[config.mk]
export PLATFORM = sky130hd
export DESIGN_NAME = hazard_stall_sequencer_flat
export DESIGN_NICKNAME = d
export VERILOG_FILES = /design/src/rtl/hazard_stall_sequencer_if.sv /design/src/rtl/hazard_stall_sequencer.sv /design/src/flat_wrapper.sv
export SDC_FILE = /design/constraint.sdc
export NUM_CORES = 1
export LEC_CHECK = 0
export BUFFER_PORTS_ARGS = -buffer_cell sky130_fd_sc_hd__clkbuf_2
export CAP_MARGIN = 10
export CORE_ASPECT_RATIO = 1.2
export CORE_MARGIN = 2
export CORE_UTILIZATION = 51
export CTS_CLUSTER_DIAMETER = 80
export DETAILED_ROUTE_END_ITERATION = 16
export MAX_ROUTING_LAYER = met4
export PLACE_DENSITY = 0.85
export SYNTH_ARGS = -nofsm -noshare
export SYNTH_HDL_FRONTEND = slang
export SYNTH_SLANG_ARGS = --single-unit
[constraint.sdc]
create_clock -name clk -period 3.7 [get_ports clk]
set_input_delay 0.37 -clock clk [delete_from_list [all_inputs] [get_ports clk]]
set_output_delay 0.37 -clock clk [all_outputs]
set_load 0.01 [all_outputs]
[src/rtl/hazard_stall_sequencer_if.sv]
// Decode/execute hazard handshake bundle: detector request, decode stage inputs,
// execute stage register outputs, ack/stall status and the bubble perf counter.
interface hazard_stall_sequencer_if #(
    parameter int XLEN  = 32,
    parameter int CNT_W = 16
);
    logic             hzd_req;
    logic             flush;
    logic [XLEN-1:0]  dec_ir;
    logic [XLEN-1:0]  dec_pc;
    logic             dec_valid;
    logic             hzd_ack;
    logic             stall_active;
    logic [XLEN-1:0]  ex_ir;
    logic [XLEN-1:0]  ex_pc;
    logic             ex_valid;
    logic [CNT_W-1:0] stall_cycles_tot;
    logic [1:0]       dbg_state;

    // Handshake: the detector holds hzd_req high while a hazard is pending; the
    // sequencer answers with a single-cycle hzd_ack, on which the detector drops hzd_req.
    modport master (
        output hzd_req, flush, dec_ir, dec_pc, dec_valid,
        input  hzd_ack, stall_active, ex_ir, ex_pc, ex_valid, stall_cycles_tot, dbg_state
    );

    modport slave (
        input  hzd_req, flush, dec_ir, dec_pc, dec_valid,
        output hzd_ack, stall_active, ex_ir, ex_pc, ex_valid, stall_cycles_tot, dbg_state
    );
endinterface

[src/rtl/hazard_stall_sequencer.sv]
// Owns the decode->execute pipeline register; injects STALL_CYCLES NOP bubbles per
// data hazard, then acks the detector for one cycle. Branch flush overrides everything.
module hazard_stall_sequencer #(
    parameter int              XLEN         = 32,
    parameter int              STALL_CYCLES = 3,
    parameter logic [XLEN-1:0] NOP_INSN     = 32'h00000013,
    parameter int              CNT_W        = 16
) (
    input logic clk,
    input logic rst_n,
    hazard_stall_sequencer_if.slave bus
);

    if (STALL_CYCLES < 1 || STALL_CYCLES > 15) begin : g_bad_stall_cycles
        $error("hazard_stall_sequencer: STALL_CYCLES must be within 1..15");
    end

    typedef enum logic [1:0] {
        IDLE    = 2'd0,
        STALL   = 2'd1,
        RELEASE = 2'd2
    } state_e;

    localparam logic [3:0] STALL_INIT = 4'(STALL_CYCLES - 1);

    state_e           state_q, state_d;
    logic [3:0]       cnt_q, cnt_d;
    logic [XLEN-1:0]  ex_ir_q, ex_ir_d;
    logic [XLEN-1:0]  ex_pc_q, ex_pc_d;
    logic             ex_valid_q, ex_valid_d;
    logic [CNT_W-1:0] tot_q, tot_d;
    logic             capture;
    logic             bubble;
    logic             count_bubble;

    always_ff @(posedge clk or negedge rst_n) begin
        if (!rst_n) begin
            state_q    <= IDLE;
            cnt_q      <= 4'd0;
            ex_ir_q    <= NOP_INSN;
            ex_pc_q    <= '0;
            ex_valid_q <= 1'b0;
            tot_q      <= '0;
        end else begin
            state_q    <= state_d;
            cnt_q      <= cnt_d;
            ex_ir_q    <= ex_ir_d;
            ex_pc_q    <= ex_pc_d;
            ex_valid_q <= ex_valid_d;
            tot_q      <= tot_d;
        end
    end

    always_comb begin
        state_d      = state_q;
        cnt_d        = cnt_q;
        capture      = 1'b0;
        bubble       = 1'b0;
        count_bubble = 1'b0;
        if (bus.flush) begin
            // Flush kills the execute slot but is not a hazard bubble.
            bubble  = 1'b1;
            state_d = IDLE;
            cnt_d   = 4'd0;
        end else begin
            unique case (state_q)
                IDLE: begin
                    if (bus.hzd_req) begin
                        bubble       = 1'b1;
                        count_bubble = 1'b1;
                        if (STALL_CYCLES == 1) begin
                            state_d = RELEASE;
                        end else begin
                            cnt_d   = STALL_INIT;
                            state_d = STALL;
                        end
                    end else begin
                        capture = 1'b1;
                    end
                end
                STALL: begin
                    bubble       = 1'b1;
                    count_bubble = 1'b1;
                    if (cnt_q == 4'd1) begin
                        cnt_d   = 4'd0;
                        state_d = RELEASE;
                    end else begin
                        cnt_d = cnt_q - 4'd1;
                    end
                end
                RELEASE: begin
                    capture = 1'b1;
                    state_d = IDLE;
                end
                default: begin
                    state_d = IDLE;
                    cnt_d   = 4'd0;
                end
            endcase
        end

        ex_ir_d    = ex_ir_q;
        ex_pc_d    = ex_pc_q;
        ex_valid_d = ex_valid_q;
        if (capture) begin
            ex_ir_d    = bus.dec_ir;
            ex_pc_d    = bus.dec_pc;
            ex_valid_d = bus.dec_valid;
        end else if (bubble) begin
            ex_ir_d    = NOP_INSN;
            ex_valid_d = 1'b0;
        end

        tot_d = tot_q;
        if (count_bubble && (tot_q != {CNT_W{1'b1}})) begin
            tot_d = tot_q + 1'b1;
        end
    end

    // Status is decoded purely from registered state: no input-to-output path.
    always_comb begin
        bus.hzd_ack          = (state_q == RELEASE);
        bus.stall_active     = (state_q != IDLE);
        bus.ex_ir            = ex_ir_q;
        bus.ex_pc            = ex_pc_q;
        bus.ex_valid         = ex_valid_q;
        bus.stall_cycles_tot = tot_q;
        bus.dbg_state        = state_q;
    end

endmodule

[src/flat_wrapper.sv]
// flat-port wrapper written by rule: the top's interface ports become plain ports
module hazard_stall_sequencer_flat 
#(
    parameter int              XLEN         = 32,
    parameter int              STALL_CYCLES = 3,
    parameter logic [XLEN-1:0] NOP_INSN     = 32'h00000013,
    parameter int              CNT_W        = 16
)
  (clk, rst_n, bus_hzd_req, bus_flush, bus_dec_ir, bus_dec_pc, bus_dec_valid, bus_hzd_ack, bus_stall_active, bus_ex_ir, bus_ex_pc, bus_ex_valid, bus_stall_cycles_tot, bus_dbg_state);
  hazard_stall_sequencer_if #(.XLEN(XLEN), .CNT_W(CNT_W)) bus_i ();
  input logic clk;
  input logic rst_n;
  input wire logic [$bits(bus_i.hzd_req)-1:0] bus_hzd_req;
  input wire logic [$bits(bus_i.flush)-1:0] bus_flush;
  input wire logic [$bits(bus_i.dec_ir)-1:0] bus_dec_ir;
  input wire logic [$bits(bus_i.dec_pc)-1:0] bus_dec_pc;
  input wire logic [$bits(bus_i.dec_valid)-1:0] bus_dec_valid;
  output wire logic [$bits(bus_i.hzd_ack)-1:0] bus_hzd_ack;
  output wire logic [$bits(bus_i.stall_active)-1:0] bus_stall_active;
  output wire logic [$bits(bus_i.ex_ir)-1:0] bus_ex_ir;
  output wire logic [$bits(bus_i.ex_pc)-1:0] bus_ex_pc;
  output wire logic [$bits(bus_i.ex_valid)-1:0] bus_ex_valid;
  output wire logic [$bits(bus_i.stall_cycles_tot)-1:0] bus_stall_cycles_tot;
  output wire logic [$bits(bus_i.dbg_state)-1:0] bus_dbg_state;
  assign bus_i.hzd_req = bus_hzd_req;
  assign bus_i.flush = bus_flush;
  assign bus_i.dec_ir = bus_dec_ir;
  assign bus_i.dec_pc = bus_dec_pc;
  assign bus_i.dec_valid = bus_dec_valid;
  assign bus_hzd_ack = bus_i.hzd_ack;
  assign bus_stall_active = bus_i.stall_active;
  assign bus_ex_ir = bus_i.ex_ir;
  assign bus_ex_pc = bus_i.ex_pc;
  assign bus_ex_valid = bus_i.ex_valid;
  assign bus_stall_cycles_tot = bus_i.stall_cycles_tot;
  assign bus_dbg_state = bus_i.dbg_state;
  hazard_stall_sequencer #(.XLEN(XLEN), .STALL_CYCLES(STALL_CYCLES), .NOP_INSN(NOP_INSN), .CNT_W(CNT_W)) u_core (.clk(clk), .rst_n(rst_n), .bus(bus_i));
endmodule
Word-level counts from Yosys, hierarchy flattened
Cells that the tools add are included.

storage, ports and cells
  register bits = 87
  bits of input ports = 69
  output and inout bits = 85
  logic and storage cells = 40

cells by class
  add/sub/neg operators = 2
  eq/ne operators = 7
  mux-type cells = 19
  reductions and logical operators = 6

operators by type and width
  cell                                                                      number
  32-bit 2-to-1 mux                                                         2
  16-bit by 1-bit adder with 16-bit output (second input constant)          1
  16-bit inequality test (second input constant)                            1
  4-bit 2-to-1 mux                                                          3
  4-bit case mux with 3 select lines                                        1
  1-bit 2-to-1 mux                                                          7
  2-bit 2-to-1 mux                                                          3
  4-bit by 1-bit == test with 1-bit output (second input constant)          1
  1-bit case mux with 2 select lines                                        2
  2-bit case mux with 2 select lines                                        1
  2-bit AND reduction                                                       2
  2-bit nonzero test                                                        2
  4-bit by 1-bit subtractor with 4-bit output (second input constant)       1
  3-bit by 2-bit inequality test with 1-bit output (second input constant)  1
  3-bit inequality test (second input constant)                             1
  2-bit by 1-bit == test with 1-bit output (second input constant)          1
  2-bit == test (second input constant)                                     1
  2-bit zero test                                                           1
  2-bit inequality test (second input constant)                             1
  1-bit logical AND                                                         1

Longest topological paths before layout
  depth in word-level cells = 5
  gate-level depth with buffers = 6
  depth with buffers taken out = 6

Worst setup path before layout
Ideal clock, no wire load.

  path type = register to register
  start = register u_core.state_q[1] (netlist: u_core.bus.dbg_state[1])
  end = register u_core.tot_q[7] (netlist: u_core.bus.stall_cycles_tot[7])
  library setup time = 131 ps
  arrival time = 1581 ps
  required time = 3569 ps
  setup slack = 1988 ps
  stages on the path, launching flop included = 5
  path buffers = 0
  period minus slack after synthesis = 1712 ps
  cell sequence = dfrtp_1 -> or2_1 -> or3_4 -> o21a_1 -> or3_1

on the way
  cells in the longest elaborated chain, start to end = 4
  elaborated cells between the ends (all ways) = 5
  classes of those cells = eq/ne: 1; mux: 2; reduce/logical: 2

RTL lines
  item                                                                                line                           text
  from (decl)                                                                         hazard_stall_sequencer.sv:26   state_e state_q, state_d;
  from (signal assigned)                                                              hazard_stall_sequencer.sv:45   state_q <= state_d;
  2-bit by 1-bit == test with 1-bit output / 2-bit zero test (equally long branches)  hazard_stall_sequencer.sv:66   unique case (state_q)
  1-bit case mux with 2 select lines (*)                                              hazard_stall_sequencer.sv:66
  1-bit 2-to-1 mux (*)                                                                hazard_stall_sequencer.sv:60   if (bus.flush) begin
  1-bit logical AND (*)                                                               hazard_stall_sequencer.sv:115  if (count_bubble && (tot_q != {CNT_W{1'b1}})) begin
  to (signal assigned)                                                                hazard_stall_sequencer.sv:50   tot_q <= tot_d;
  to (decl)                                                                           hazard_stall_sequencer.sv:31   logic [CNT_W-1:0] tot_q, tot_d;

Every way passes the cells marked *; elsewhere a longest branch is shown, timed or not.
A chain may end at the register's enable or synchronous reset.

Final worst setup path
  start = register u_core.state_q[1] (netlist: u_core.bus.dbg_state[1])
  end = register u_core.ex_pc_q[0] (netlist: u_core.bus.ex_pc[0])

on the way
  cells in the longest elaborated chain, start to end = 3
  elaborated cells between the ends (all ways) = 4
  classes of those cells = eq/ne: 1; mux: 2; reduce/logical: 1

RTL lines
  item                                                     line                          text
  2-bit == test / 2-bit zero test (equally long branches)  hazard_stall_sequencer.sv:66
  1-bit case mux with 2 select lines (*)                   hazard_stall_sequencer.sv:66
  1-bit 2-to-1 mux (*)                                     hazard_stall_sequencer.sv:60
  to (signal assigned)                                     hazard_stall_sequencer.sv:48  ex_pc_q <= ex_pc_d;
  to (decl)                                                hazard_stall_sequencer.sv:29  logic [XLEN-1:0] ex_pc_q, ex_pc_d;

Marked as above.

==> reports/results.tsv <==
metric	value	unit
tritoncts	done	
post-dp-hpwl	5.82	mm
critical_path_required	3.98	ns
timing.setup.tns	0	ns
gp_congestion	0.825	
async_flop_share	1.00	
power_frac_seq	0.511	
nNetsFinal	547	
layout-area-overhead-vs-synth	30.1	%
clk_transition_reported_paths	0.10	ns
synth.mux.area_fraction	0.0160	
most_frequent_cell_after_synthesis	sky130_fd_sc_hd__nand2_1	
clk-insertion-delay-late	0.35	ns
timing.clock.skew	0.0138	ns
post_cts_resized	0	
synth_area_per_cell	10.9	sq um
ioPinCount	154	
synthSimpleGateAreaFrac	0.202	
postSynthRegisterBits	87	
gr-usage-all-layers	0.221	
critPathArrivalTime	2.25	ns
route.detailed.wl_per_inst	14.2	microns
vdd.ir_drop.worst	0.000311	V
worst_path_cell_trace	nor2b_1, or3_1, buf_4, nand2_1, nand2_1	
max_freq	509	MHz
finalNonFillerCells	567	
grt_pass1_wl	12.8	mm
finalWirelength	8.03	mm
die-width	79.9	microns
drtPass1Iterations	4	
cts_sinks	87	
route.vias.total	2926	
overall_power_of_the_completed_layout	0.00226	W
p_leak	2.52	nW
period_needed	1.97	ns
cts_setup_buffers	0	
numPlacedInstances	551	
fillerInstances	527	
drive_gt1_frac	0.385	
logic_pwr_share	0.181	
synth_enable_flop_cells	0	
synthTopCellsByArea	sky130_fd_sc_hd__dfrtp_1, sky130_fd_sc_hd__nand2_1, sky130_fd_sc_hd__a22o_1	
timing.max_cap.violations	0	
synth_commonest_cells	sky130_fd_sc_hd__nand2_1, sky130_fd_sc_hd__dfrtp_1, sky130_fd_sc_hd__a22o_1	
rsz0062_at_grt	false	
worst_slew_pin_slew	1.04	ns
worst_hold_path_type	in -> async	
syn_inst	323	
placementRows	33	
post_cts_hold_buffer_count	0	
antenna_violations_before_repair	0	
yosysWarningCount	0	
finalHoldViolCount	0	
yosys.cell_types.count	39	
status	completed	
crit_slowest_cell	sky130_fd_sc_hd__or3_1	
htreeDepth	3	
dominantRegCellSynth	sky130_fd_sc_hd__dfrtp_1	
average_vias_per_placed_instance	5.16	
setup_viol	0	
internal_power	0.00160	W
slew_violations	0	
yosys.area.top_type_share	0.596	
grt_pass1_vias	2760	
fp.dieH	95.1	microns
synthXorXnorAreaFrac	0.0248	
setup.worst_path.class	reg -> reg	
synth_top_family_by_area	simple AND/OR/NAND/NOR gates	
floorplan.die_area	0.00761	sq mm
antenna_left	0	
finalCritPeriodShare	0.531	
buffer_ports.inserted	153	
ctsLongestPathBuffers	2	
grt_overflow	0	
syn_nets	395	
coreArea	0.00677	sq mm
crit_top_cell	sky130_fd_sc_hd__nand2_1	
synth_sequential_area_ratio	0.618	
power.switching	0.000662	W
power.switching_fraction	0.293	
clk_root_buf	sky130_fd_sc_hd__clkbuf_8	
drt_drc_violations_left	0	
synth_area	0.00353	sq mm
cts-buffers-inserted	9	
antenna_cells_inserted	0	
drt-initial-drc-count	113	
grt_start_max_net_pins	88	
timing.slew.headroom	0.305	
powerDensity	493	mW/mm^2
synth_compound_gate_area_share	0.109	
critical_path.endpoint_type	flop	
synth-adder-area-share	0.0106	
synth_largest_area_cell	sky130_fd_sc_hd__dfrtp_1	
floorplan.initialDensity	0.521	
cp_slowest_stage_delay	0.62	ns
startpoint_type	flop	
clockPowerShare	0.307	
crit_fanout	21	
flip-flops by register name (all words and copies together) (netlist names):
name                         cells
u_core.bus.ex_valid              1
u_core.bus.ex_pc                32
u_core.cnt_q                     4
u_core.bus.dbg_state             2
u_core.bus.ex_ir                32
u_core.bus.stall_cycles_tot     16
layout make-up:
cell class                      count  area (sq um)  area share
Tap cell                           87           109      0.0237
Clock inverter                      5          63.8      0.0139
Sequential cell                    87          2180       0.475
Inverter                            4          15.0     0.00327
Clock buffer                       11           151      0.0330
Timing Repair Buffer              155           783       0.171
Multi-Input combinational cell    218          1290       0.280
critical path: cells and delay by family, from the launching register on:
family,cells,cell delay (ns)
buf+inv,1,0.33
flops,1,0.45
simple gates,4,1.13
logic make-up after synthesis:
group | Yosys count
AND/OR/NAND/NOR | 151
multiplexers | 5
XOR/XNOR | 10
adder cells (fa/ha/maj) | 3
flip-flops | 87
AO/OA/AOI/OAI | 49
buffers and inverters | 18
cells in the final DEF, fill, tap and decap left out, types with 3 or more instances in the layout:
master                       n
sky130_fd_sc_hd__a22o_1     30
sky130_fd_sc_hd__buf_4       3
sky130_fd_sc_hd__clkbuf_2  152
sky130_fd_sc_hd__clkbuf_8   11
sky130_fd_sc_hd__dfrtp_1    84
sky130_fd_sc_hd__dfstp_2     3
sky130_fd_sc_hd__ha_1        3
sky130_fd_sc_hd__inv_1       4
sky130_fd_sc_hd__mux2_2      4
sky130_fd_sc_hd__nand2_1   103
sky130_fd_sc_hd__nand3b_1    4
sky130_fd_sc_hd__nand4_1     6
sky130_fd_sc_hd__nor2_1      7
sky130_fd_sc_hd__nor3_1      8
sky130_fd_sc_hd__o21ai_0     7
sky130_fd_sc_hd__o22a_1      3
sky130_fd_sc_hd__or3_1       3
sky130_fd_sc_hd__xnor2_1     5
sky130_fd_sc_hd__xor2_1      5
power groups by stage:
stage               clock network [W]  registers, W  logic (W)
floorplan                           0       0.00121   0.000160
global placement                    0       0.00117   0.000404
detailed placement                  0       0.00118   0.000416
CTS                          0.000713       0.00116   0.000417
global route                 0.000752       0.00118   0.000460
finish                       0.000695       0.00116   0.000410
worst paths after layout:
kind / slack (ns) / end / cells past startpoint / startpoint
min in group clk: 0.20 / u_core.bus.ex_pc[22]$_DFFE_PN0P_ / 3 / bus_dec_pc[22]
worst max-delay path: 1.73 / u_core.bus.ex_pc[0]$_DFFE_PN0P_ / 5 / u_core.bus.dbg_state[1]$_DFFE_PN0P_
max in group asynchronous: 2.85 / u_core.bus.ex_ir[17]$_DFFE_PN0P_ / 1 / rst_n
worst max register to register: 1.73 / u_core.bus.ex_pc[0]$_DFFE_PN0P_ / 5 / u_core.bus.dbg_state[1]$_DFFE_PN0P_
worst min-delay path: 0.20 / u_core.bus.ex_pc[29]$_DFFE_PN0P_ / 1 / rst_n
worst min register to register: 0.48 / u_core.bus.ex_pc[15]$_DFFE_PN0P_ / 2 / u_core.bus.ex_pc[15]$_DFFE_PN0P_
per-stage QoR:
step / worst slack [ns] / util / hold WS, ns / area, sq um
floorplan: 1.99 / - / 0.0744 / 3530
detailed placement: 1.72 / 0.646 / 0.465 / 4380
global placement: 1.81 / 0.646 / 0.457 / 4380
global route: 1.56 / 0.678 / 0.191 / 4590
CTS: 1.72 / 0.678 / 0.188 / 4590
finish: 1.73 / 0.678 / 0.196 / 4590
metal layers:
layer,global-route usage,wire length (microns)
met1,0.274,3310
met2,0.354,4070
met3,0.0360,415
met4,0.107,237
met5,-,0
(Power assumes the default switching activity.)
